===== src/rtl/fetch_sequencer.sv =====
// fetch_sequencer: run controller for the 6-bit instruction address counter.
// Issues START_ADDR onward for a programmed number of fetches. Handles stall,
// redirect (with out-of-range redirect flagged), halt, and wrap from WRAP_MAX
// to WRAP_TO. Gives a Start/Done handshake to the top-level run control.
// Optional build macro FETCH_PERF_EN adds the StallCycles / RedirCount counters.
module fetch_sequencer #(
  parameter int AW         = 6,
  parameter int START_ADDR = 0,
  parameter int WRAP_MAX   = 61,
  parameter int WRAP_TO    = 1,
  parameter int LW         = 8
) (
  input  logic          Clk,
  input  logic          Reset,
  input  logic          Start,
  input  logic [LW-1:0] RunLen,
  input  logic          Stall,
  input  logic          RedirValid,
  input  logic [AW-1:0] RedirAddr,
  input  logic          HaltReq,
  output logic [AW-1:0] Addr,
  output logic          AddrValid,
  output logic          Busy,
  output logic          Done,
  output logic          BadRedir
`ifdef FETCH_PERF_EN
  ,
  output logic [15:0]   StallCycles,
  output logic [15:0]   RedirCount
`endif
);

  localparam logic [1:0] S_IDLE = 2'd0;
  localparam logic [1:0] S_RUN  = 2'd1;
  localparam logic [1:0] S_FIN  = 2'd2;

  localparam logic [AW-1:0] START_A = AW'(START_ADDR);
  localparam logic [AW-1:0] WMAX_A  = AW'(WRAP_MAX);
  localparam logic [AW-1:0] WTO_A   = AW'(WRAP_TO);

  logic [1:0]    state;
  logic [LW-1:0] run_len;
  logic [LW-1:0] issue_cnt;

  logic [AW-1:0] adv_addr;
  logic [AW-1:0] redir_tgt;
  logic [AW-1:0] next_addr;
  logic          redir_bad;
  logic          take_redir;
  logic          issue_now;
  logic          last_issue;

  // Next-address selection and issue detection for the current RUN cycle.
  // Halt wins over everything; a redirect overrides a stall and counts as an issue.
  always_comb begin
    adv_addr   = (Addr == WMAX_A) ? WTO_A : Addr + AW'(1);
    redir_bad  = (RedirAddr > WMAX_A);
    redir_tgt  = redir_bad ? WTO_A : RedirAddr;
    take_redir = (state == S_RUN) && !HaltReq && RedirValid;
    issue_now  = (state == S_RUN) && !HaltReq && (RedirValid || !Stall);
    next_addr  = RedirValid ? redir_tgt : adv_addr;
    last_issue = issue_now && ((issue_cnt + LW'(1)) == run_len);
  end

  // Run state machine, address register, issue counter and bad-redirect pulse.
  always_ff @(posedge Clk) begin
    if (Reset) begin
      state     <= S_IDLE;
      Addr      <= START_A;
      run_len   <= '0;
      issue_cnt <= '0;
      BadRedir  <= 1'b0;
    end else begin
      BadRedir <= take_redir && redir_bad;
      case (state)
        S_IDLE: begin
          if (Start) begin
            run_len   <= RunLen;
            issue_cnt <= '0;
            if (RunLen != '0) begin
              state <= S_RUN;
              Addr  <= START_A;
            end else begin
              state <= S_FIN;
            end
          end
        end
        S_RUN: begin
          if (HaltReq) begin
            state <= S_FIN;
          end else if (issue_now) begin
            Addr      <= next_addr;
            issue_cnt <= issue_cnt + LW'(1);
            if (last_issue) state <= S_FIN;
          end
        end
        S_FIN:   state <= S_IDLE;
        default: state <= S_IDLE;
      endcase
    end
  end

  // Status outputs are pure decodes of the run state.
  always_comb begin
    AddrValid = (state == S_RUN);
    Busy      = (state == S_RUN);
    Done      = (state == S_FIN);
  end

`ifdef FETCH_PERF_EN
  // Saturating stall-cycle and redirect counters, cleared when a run is accepted.
  always_ff @(posedge Clk) begin
    if (Reset || (state == S_IDLE && Start)) begin
      StallCycles <= '0;
      RedirCount  <= '0;
    end else begin
      if ((state == S_RUN) && Stall && !RedirValid && !HaltReq && StallCycles != 16'hFFFF)
        StallCycles <= StallCycles + 16'd1;
      if (take_redir && RedirCount != 16'hFFFF)
        RedirCount <= RedirCount + 16'd1;
    end
  end
`endif

endmodule


===== config.mk =====
export PLATFORM = sky130hd
export DESIGN_NAME = fetch_sequencer
export DESIGN_NICKNAME = d
export VERILOG_FILES = /design/src/rtl/fetch_sequencer.sv
export SDC_FILE = /design/constraint.sdc
export NUM_CORES = 1
export LEC_CHECK = 0
export ABC_AREA = 0
export BUFFER_PORTS_ARGS = -buffer_cell sky130_fd_sc_hd__buf_4
export CAP_MARGIN = 0
export CORE_UTILIZATION = 46
export CTS_CLUSTER_SIZE = 10
export DETAILED_ROUTE_END_ITERATION = 10
export PLACE_DENSITY = 0.67
export REMOVE_ABC_BUFFERS = 1
export SLEW_MARGIN = 20
export SYNTH_ARGS = -nofsm -noshare
export SYNTH_HDL_FRONTEND = slang
export SYNTH_SLANG_ARGS = --single-unit
export TNS_END_PERCENT = 20

===== constraint.sdc =====
create_clock -name Clk -period 3.1 [get_ports Clk]
set_input_delay 0.31 -clock Clk [delete_from_list [all_inputs] [get_ports Clk]]
set_output_delay 0.31 -clock Clk [all_outputs]
set_load 0.02 [all_outputs]

; Word level (Yosys, flattened, before mapping)
; Index checks and enable logic that the tools add are counted.
[totals]
ff_bits = 25
inputBits = 20
output_inout_bits = 10
[classes]
n_addsub = 2
n_lt_le_gt_ge = 1
n_eq_ne = 10
n_mux = 18
n_reduce_logical = 15
[op_table]
columns = cell, n
row1 = $mux W6, 7
row2 = $mux W8, 3
row3 = $pmux W8 S2, 1
row4 = $pmux W6 S2, 1
row5 = $mux W2, 5
row6 = $add A8 B1 Y8 const B, 1
row7 = $eq A8 B8 Y1, 1
row8 = $reduce_bool A8 Y1, 1
row9 = $add A6 B1 Y6 const B, 1
row10 = $eq A6 B6 Y1 const B, 1
row11 = $gt A6 B6 Y1 const B, 1
row12 = $ne A2 B2 Y1 const B, 3
row13 = $ne A3 B2 Y1 const B, 2
row14 = $logic_and A1 B1 Y1, 5
row15 = $reduce_and A5 Y1, 1
row16 = $pmux W2 S2, 1
row17 = $reduce_and A4 Y1, 1
row18 = $reduce_and A3 Y1, 1
row19 = $eq A2 B1 Y1 const B, 1
row20 = $eq A2 B2 Y1 const B, 1
row21 = $logic_not A1 Y1, 2
row22 = $logic_not A2 Y1, 1
row23 = $ne A2 B1 Y1 const B, 1
row24 = $reduce_and A2 Y1, 1
row25 = other kinds (2), 2

; Longest topological paths before layout
; Gate-level depths: netlist of the first run.
[logic_depth]
ltp_word = 8
mapped_depth = 7
mapped_depth_nobuf = 7

; Least setup slack after synthesis of the first run
; No wires, ideal clock.
[synth_timing]
kind = register to register
from = register issue_cnt[1]
to = register state[0]
setup_time_ns = 0.136
arrival_time_ns = 1.482
slack_ns = 1.482
path_stages_with_launch = 8
path_buffers = 1
period_less_slack_ns = 1.618
path_cell_list = dfxtp_1 > ha_1 > clkbuf_1 > nand3_1 > o21ai_0 > nand4_1 > a211oi_1 > a311oi_1
[synth_via]
elab_chain_cells = 5
[synth_lines]
columns = item, line_no
row1 = from (decl), 43  ; logic [LW-1:0] issue_cnt;
row2 = from (signal assigned), 93  ; issue_cnt <= issue_cnt + LW'(1);
row3 = $add A8 B1 Y8, 62  ; last_issue = issue_now && ((issue_cnt + LW'(1)) == run_len);
row4 = $eq A8 B8 Y1, 62
row5 = $logic_and A1 B1 Y1, 62
row6 = $ne A3 B2 Y1 (no line), n/a
row7 = $reduce_and A3 Y1 (no line), n/a
row8 = to (signal assigned), 68  ; state <= S_IDLE;
row9 = to (signal assigned), 81  ; state <= S_RUN;
row10 = to (signal assigned), 84  ; state <= S_FIN;
row11 = to (decl), 41  ; logic [1:0] state;
; Every way passes these cells.
; A chain may end at the register's enable or synchronous reset.

; Worst setup path after layout of the first run
[layout_timing]
from = register state[0]
to = register issue_cnt[6]
[layout_via]
elab_chain_cells = 5
word_cells_on_any_way = 10
classes_between = eq/ne: 4 / mux: 1 / reduce/logical: 5
[layout_lines]
columns = item, line_no
row1 = $eq A2 B1 Y1, "60, 75"
row2 = $logic_and A1 B1 Y1 (2 in series), 60  ; issue_now = (state == S_RUN) && !HaltReq && (RedirValid || !Stall);
row3 = $ne A2 B1 Y1 (no line), n/a
row4 = $reduce_and A4 Y1 (no line), n/a
; Parallel ways exist; a longest one is shown, timed or not.

==> results of run 1 <==
==> flip-flops by register name, indices dropped and copies added (netlist names) <==
register	cells
run_len	8
BadRedir	1
state	2
issue_cnt	8
Addr	6
==> cells in the final DEF, fill, tap and decap left out, types with 3 or more instances in the layout <==
cell       n
a21oi_1   18
xor2_1     5
ha_1       3
nand3b_1   5
mux2i_1    8
buf_4     31
o21ai_0   10
nor3_1     5
a22o_1     3
xnor2_1    6
clkbuf_4   3
a31oi_1    4
or3_1      4
nand2_1    5
inv_1      8
a31o_2     3
nand4_1    4
nor2_1    22
nand3_1    5
and3_1     3
dfxtp_1   25
nor4_1     3
==> final cells by class <==
class                      count  share of cell area, %
inverter                       8                   1.73
clock buffer                   4                   1.52
sequential                    25                   28.9
timing repair buffer          31                   13.4
tap                           44                   3.18
multi-input combinational    139                   51.3
==> critical path, stage by stage, from the launching register on <==
cell      delay (ns)
dfxtp_1         0.44
nand2b_1        0.15
or3_1           0.57
or4_1           0.56
a21oi_1         0.14
==> power by group <==
group	internal [W]	switching (W)	total (W)	leakage, nW
Combinational	0.0000662	0.0000728	0.000139	0.489
Sequential	0.000335	0.0000172	0.000353	0.203
Clock	0.0000504	0.0000988	0.000149	0.0150
Total	0.000452	0.000189	0.000641	0.708
==> logic make-up (layout without fill, tap and decap cells) <==
kind of cell / after synthesis / in the layout
adders and majority gates: 3 / 3
xor gates and xnor gates: 11 / 11
muxes: 8 / 8
DFF: 25 / 25
buffers and inverters: 19 / 43
and+or+nand+nor: 65 / 65
AOI/OAI and AO/OA: 52 / 52
==> final timing paths <==
path,endpoint,slack (ns),start
setup / recovery,issue_cnt[6],1.20,state[0]
hold reg to reg,run_len[4],0.54,run_len[4]
setup reg to reg,issue_cnt[6],1.20,state[0]
hold / removal,BadRedir,0.17,HaltReq
==> layer usage <==
layer / vias up / share of wire (%) / GRT usage (%)
met5: - / 0 / 0
met2: 49 / 47 / 38.3
li1: 713 / - / -
met4: 0 / 1.4 / 9.52
met1: 692 / 46 / 32.4
met3: 6 / 5.4 / 2.42
==> metrics by stage <==
step / hold WS (ns) / total power [W]
final: 0.169 / 0.000641
after CTS: 0.159 / 0.000642
after floorplan: 0.379 / 0.000438
after global placement: 0.501 / 0.000496
after global routing: 0.144 / 0.000678
after detailed placement: 0.509 / 0.000498
==> summary.txt, run 1 <==
Yosys
  • Mux cell area share after synthesis: 5.47%
  • Compound-Gate Fraction of Synth Area: between 20% and 30%
  • Post-synth ARST share: 0%
  • Synth top cells by count: 25 x dfxtp_1, 22 x nor2_1, 18 x a21oi_1, 10 x o21ai_0
  • Synth cell types: 40
  • Largest area contributor in the netlist: dfxtp_1
  • Largest family of logic cells by synthesized area: simple AND/OR/NAND/NOR gates
  • Synthesized area per cell: approximately 8.0 µm²
  • EDFF count, synth: 0
  • Synth top area share: 34.2%
  • Post-Syn Area: approximately 0.0015 mm²
  • Post-Syn Instances: between 150 and 200
  • Top_reg_cell synth: dfxtp_1
  • Top cells by area, synth: dfxtp_1 34%, a21oi_1 6.1%, nor2_1 5.6%, mux2i_1 5.5%, xnor2_1 3.6%
  • Post-synthesis sequential area ratio: between 30% and 40%
  • Yosys warns: 0
  • Most frequent cell after synthesis: dfxtp_1
  • Synthesized-area fraction occupied by adder cells: 2.56%
  • Post-Synth Simple-Gate Area: ~23%
  • Synth Area in XOR/XNOR: 6.58%
  • Synthesized flop and latch total: 25

Cells and area
  • Multi-input logic area: just under 900 µm²
  • Layout fillers: between 200 and 300
  • Area growth syn-to-layout: 18.3%
  • Final std cells w/o fill: around 250
  • Layout cells sized above 1: a little under a fifth
  • Final nets: ~230
  • Design Area, Final: around 0.0017 mm²
  • Final core utilization: between 50% and 60%
  • N_diodes: 0
  • Area occupied by registers: 500 µm²

Critical path
  • Startpoint types: flop
  • Kind of critical path: flop to flop
  • CP arrival: 2.17 ns
  • Register-to-Register Path Depth: 4
  • Worst-path fanout max: 12
  • CP Capture Type: flop
  • Critical Path RT: 3.37 ns

STA
  • Min cycle time layout: ~1.9 ns
  • Final setup viols: 0
  • Final hold viol count: 0
  • PnR worst setup slack: 1.20 ns
  • Max-slew headroom: between 60% and 70%
  • Max Freq: ~0.53 GHz
  • Tcrit/Tclk final: about three fifths
  • RSZ-0062 raised after global routing: no
  • Clk_skew: 0.00878 ns
  • Setup TNS: 0 ns
  • Slew of the pin with the lowest slew margin: around 0.55 ns
  • Fin. max-slew vios: 0

Global routing
  • Total track usage: 23.7%
  • GRT overflow: 0
  • Initial antenna violation count: 0
  • Largest net degree at the start of global routing: 27
  • Number of global-route vias before repair: about 1,300
  • Global-route wire length before repair: 6200 µm

Placement
  • Dpl cells: between 200 and 250
  • Hpwl dp: about 2700 µm
  • Final GP Congestion: about 0.89
  • Place WS: around 1.2 ns
  • Placed inst area: between 0.0015 and 0.002 mm²
  • # port buffers: 29

Floorplanning
  • Die height: 58.4 µm
  • I/O Pins: 30
  • Initial Utilization: 48.4%
  • Die Width: just under 60 µm
  • Die footprint: approximately 0.0034 mm²
  • Core Rows: 20
  • Core area: about 0.0030 mm²

Clock tree
  • Clock Latency Late Sink: 0.32 ns
  • CTS Hold Buffers Added: 0
  • Root Buffer: clkbuf_4
  • Num Clock Sinks: 25
  • Clock transition at the registers of the reported paths: 0.14 ns
  • Max Root-Sink Buffers: 2
  • Post-CTS sizing: 0
  • CTS tree: yes
  • TritonCTS buffer count: 3
  • H-tree Lvls: 1
  • Setup bufs post-CTS: 0

Routing
  • DR iter-0 viols: 68
  • Avg WL per Cell: roughly 14 µm
  • TritonRoute pass-1 iters: 4
  • Via density: 5.82
  • Vias: about 1,500
  • Final ANT Viol Nets: 0
  • DRC: 0
  • Final wirelength: approximately 3600 µm

Pwr
  • Pleak: 0.708 nW
  • Ratio of total power to cell area: between 300 and 400 mW/mm²
  • Worst vdd ir: approximately 0.19 mV

Job
  • Max Cap Viol: 0

Run status
  • Status: finished, final reports clean

Hold path
  • Min-Delay Path Depth: 2
  • Hold WC Path Type: input pin to flop
No activity file was read; power rests on OpenSTA's default activity.
==> run 2: changes to the inputs <==
- ABC_AREA: 0 -> 1
- PLACE_DENSITY: 0.67 -> 0.69
- clock period: 3.1 -> 1.6 ns (I/O delays scaled with it)
==> summary.txt, run 2 <==
Yosys
  • Post-Syn Instances: 234
  • Yosys warns: 0
  • Top cells by area, synth: dfxtp_1 34%, nand2_1 14%, nor2_1 7.8%, a21oi_1 7.0%, nand3_1 7.0%
  • Post-synth ARST share: 0%
  • Most frequent cell after synthesis: nand2_1
  • Synthesized flop and latch total: 25
  • Post-Syn Area: 0.00149 mm²
  • Synth top area share: roughly a third
  • Synthesized area per cell: between 6 and 7 µm²
  • Top_reg_cell synth: dfxtp_1
  • Synth cell types: 28
  • EDFF count, synth: 0
  • Post-synthesis sequential area ratio: 33.6%
  • Synth top cells by count: 56 x nand2_1, 31 x nor2_1, 25 x dfxtp_1, 21 x a21oi_1, 21 x nand3_1
  • Largest area contributor in the netlist: dfxtp_1

STA
  • Max Freq: slightly below 0.7 GHz
  • Fin. max-slew vios: 0
  • Hold_ws: 0.0573 ns
  • Slew of the pin with the lowest slew margin: between 0.4 and 0.5 ns
  • PnR worst setup slack: between 0.15 and 0.2 ns
  • Final setup viols: 0
  • Final hold viol count: 0
  • Min cycle time layout: around 1.4 ns
  • Tcrit/Tclk final: approximately nine tenths
  • RSZ-0062 raised after global routing: yes
  • Max-slew headroom: between 70 and 80%
  • Clk_skew: around 0.0054 ns

Critical path
  • Critical-path cell list: nor2_4 -> inv_2 -> nor2_4 -> nand2_2 -> inv_4 -> nor2_2 -> clkinv_4 -> o21ai_1 -> a21oi_1
  • Kind of critical path: flop to flop
  • CP top delay family: flip-flops
  • CP Capture Type: flop
  • Most frequent CP cell: nor2_4
  • CP arrival: around 1.7 ns
  • Worst-path fanout max: 10
  • R2R Path Start: state[1]
  • CP bufs+invs: 3
  • Crit path from: state[1]
  • Startpoint types: flop
  • Crit path max-delay cell type: dfxtp_1
  • Critical Path RT: ~1.8 ns
  • Max stage delay on crit path: approximately 0.44 ns

Floorplanning
  • Core area: approximately 0.0031 mm²
  • Die Width: just under 60 µm
  • Initial Utilization: roughly half
  • I/O Pins: 30
  • Die height: between 50 and 60 µm
  • Core Rows: 20
  • Die footprint: approximately 0.0035 mm²

Cells and area
  • Most frequent cells in the layout: 56 x nand2_1, 34 x buf_4, 31 x nor2_1, 21 x a21oi_1, 20 x nand3_1
  • Area occupied by registers: ~500 µm²
  • Biggest regs: issue_cnt (8), run_len (8), Addr (6)
  • Layout fillers: around 310
  • Most common cell after layout, fill and taps aside: nand2_1
  • N_diodes: 0
  • Area growth syn-to-layout: 22.1%
  • Final std cells w/o fill: between 300 and 400
  • Final core utilization: 59.6%
  • Layout cells sized above 1: between 20% and 30%
  • Final nets: 290
  • Multi-input logic area: 862 µm²

Placement
  • Place WS: roughly 0.075 ns
  • Final GP Congestion: 0.835
  • Hpwl dp: approximately 2700 µm
  • Dpl cells: 306
  • # port buffers: 29

Clock tree
  • Root Buffer: clkbuf_4
  • TritonCTS buffer count: 3
  • Clock Latency Late Sink: about 0.32 ns
  • Num Clock Sinks: 25
  • H-tree Lvls: 1
  • Clock transition at the registers of the reported paths: approximately 0.14 ns
  • CTS tree: yes
  • Max Root-Sink Buffers: 2

Pwr
  • Pleak: 0.791 nW
  • Sequential share of power: 53.9%
  • Switching Fraction: approximately a third
  • Switching power: about 0.00041 W
  • Clk network pwr share: between 20% and 30%
  • Ratio of total power to cell area: between 700 and 800 mW/mm²
  • Worst vdd ir: 0.381 mV
  • Tot Pwr: ~0.0013 W
  • Int Pwr: a little under 0.0009 W
  • Combinational power share: between 20% and 30%

Global routing
  • Global-route wire length before repair: a little under 6000 µm
  • Total track usage: a little over a fifth
  • Initial antenna violation count: 0
  • GRT overflow: 0
  • Number of global-route vias before repair: between 1,000 and 1,500
  • Largest net degree at the start of global routing: 14

Hold path
  • Min-Delay Startpoint: Reset
  • Hold WC Path Type: input pin to flop

Routing
  • Avg WL per Cell: approximately 11 µm
  • Vias: 1,529
  • TritonRoute pass-1 iters: 4
  • Final wirelength: between 3000 and 4000 µm
  • Final ANT Viol Nets: 0
  • Via density: approximately 4.9
  • DRC: 0
  • DR iter-0 viols: between 50 and 60

Job
  • Max Cap Viol: 0

Run status
  • Status: finished, final reports clean
==> run 2: what timing repair did <==
| item | in CTS | in global routing |
|---|---|---|
| hold endpoints to repair | 0 | 0 |
| setup buffers | 0 | 0 |
| hold buffers | 0 | 0 |
| resized for setup | 0 | 11 |
| endpoints found under the setup margin | 0 | 2 |
==> run 2: final timing paths <==
path                  end  slack, ns  cells after the start
min          issue_cnt[4]       0.06                      2
min reg2reg    run_len[5]       0.48                      2
max               Addr[0]       0.16                      9
max reg2reg       Addr[0]       0.16                      9
==> run 2: per-stage QoR <==
| step | area, µm² | setup TNS, ns |
|---|---|---|
| 6_report | 1820 | 0 |
| 5_1_grt | 1820 | -0.00578 |
| 4_1_cts | 1800 | 0 |
| 3_5_place_dp | 1770 | 0 |
| 3_3_place_gp | 1770 | 0 |
| 2_1_floorplan | 1460 | 0 |
==> run 2: cell type report <==
cell class / instances / share of cell area, %
Sequential cell: 25 / 28.2
Multi-Input combinational cell: 176 / 47.4
Timing Repair Buffer: 34 / 14.0
Tap cell: 44 / 3.02
Inverter: 27 / 5.98
Clock buffer: 4 / 1.44
==> run 2: power by group through the flow <==
stage / clock network, W / registers [W] / logic, W
after global placement: 0 / 0.000715 / 0.000312
final: 0.000285 / 0.000698 / 0.000312
after global routing: 0.000321 / 0.000707 / 0.000354
after CTS: 0.000296 / 0.000701 / 0.000314
after detailed placement: 0 / 0.000714 / 0.000313
after floorplan: 0 / 0.000723 / 0.000171
==> run 2: routing by layer <==
| metal | track usage (%) | routed length, µm |
|---|---|---|
| met1 | 28.9 | 1650 |
| met2 | 37.2 | 1650 |
| met3 | 2.64 | 112 |
| met4 | 7.14 | 19 |
| met5 | 0 | 0 |
==> run 2: logic make-up after synthesis <==
family | share of synthesized area [%]
xor+xnor | 0.587
simple gates | 35.6
buf+inv | 9.40
fa+ha+maj | 2.52
flops | 33.6
compound gates | 18.4
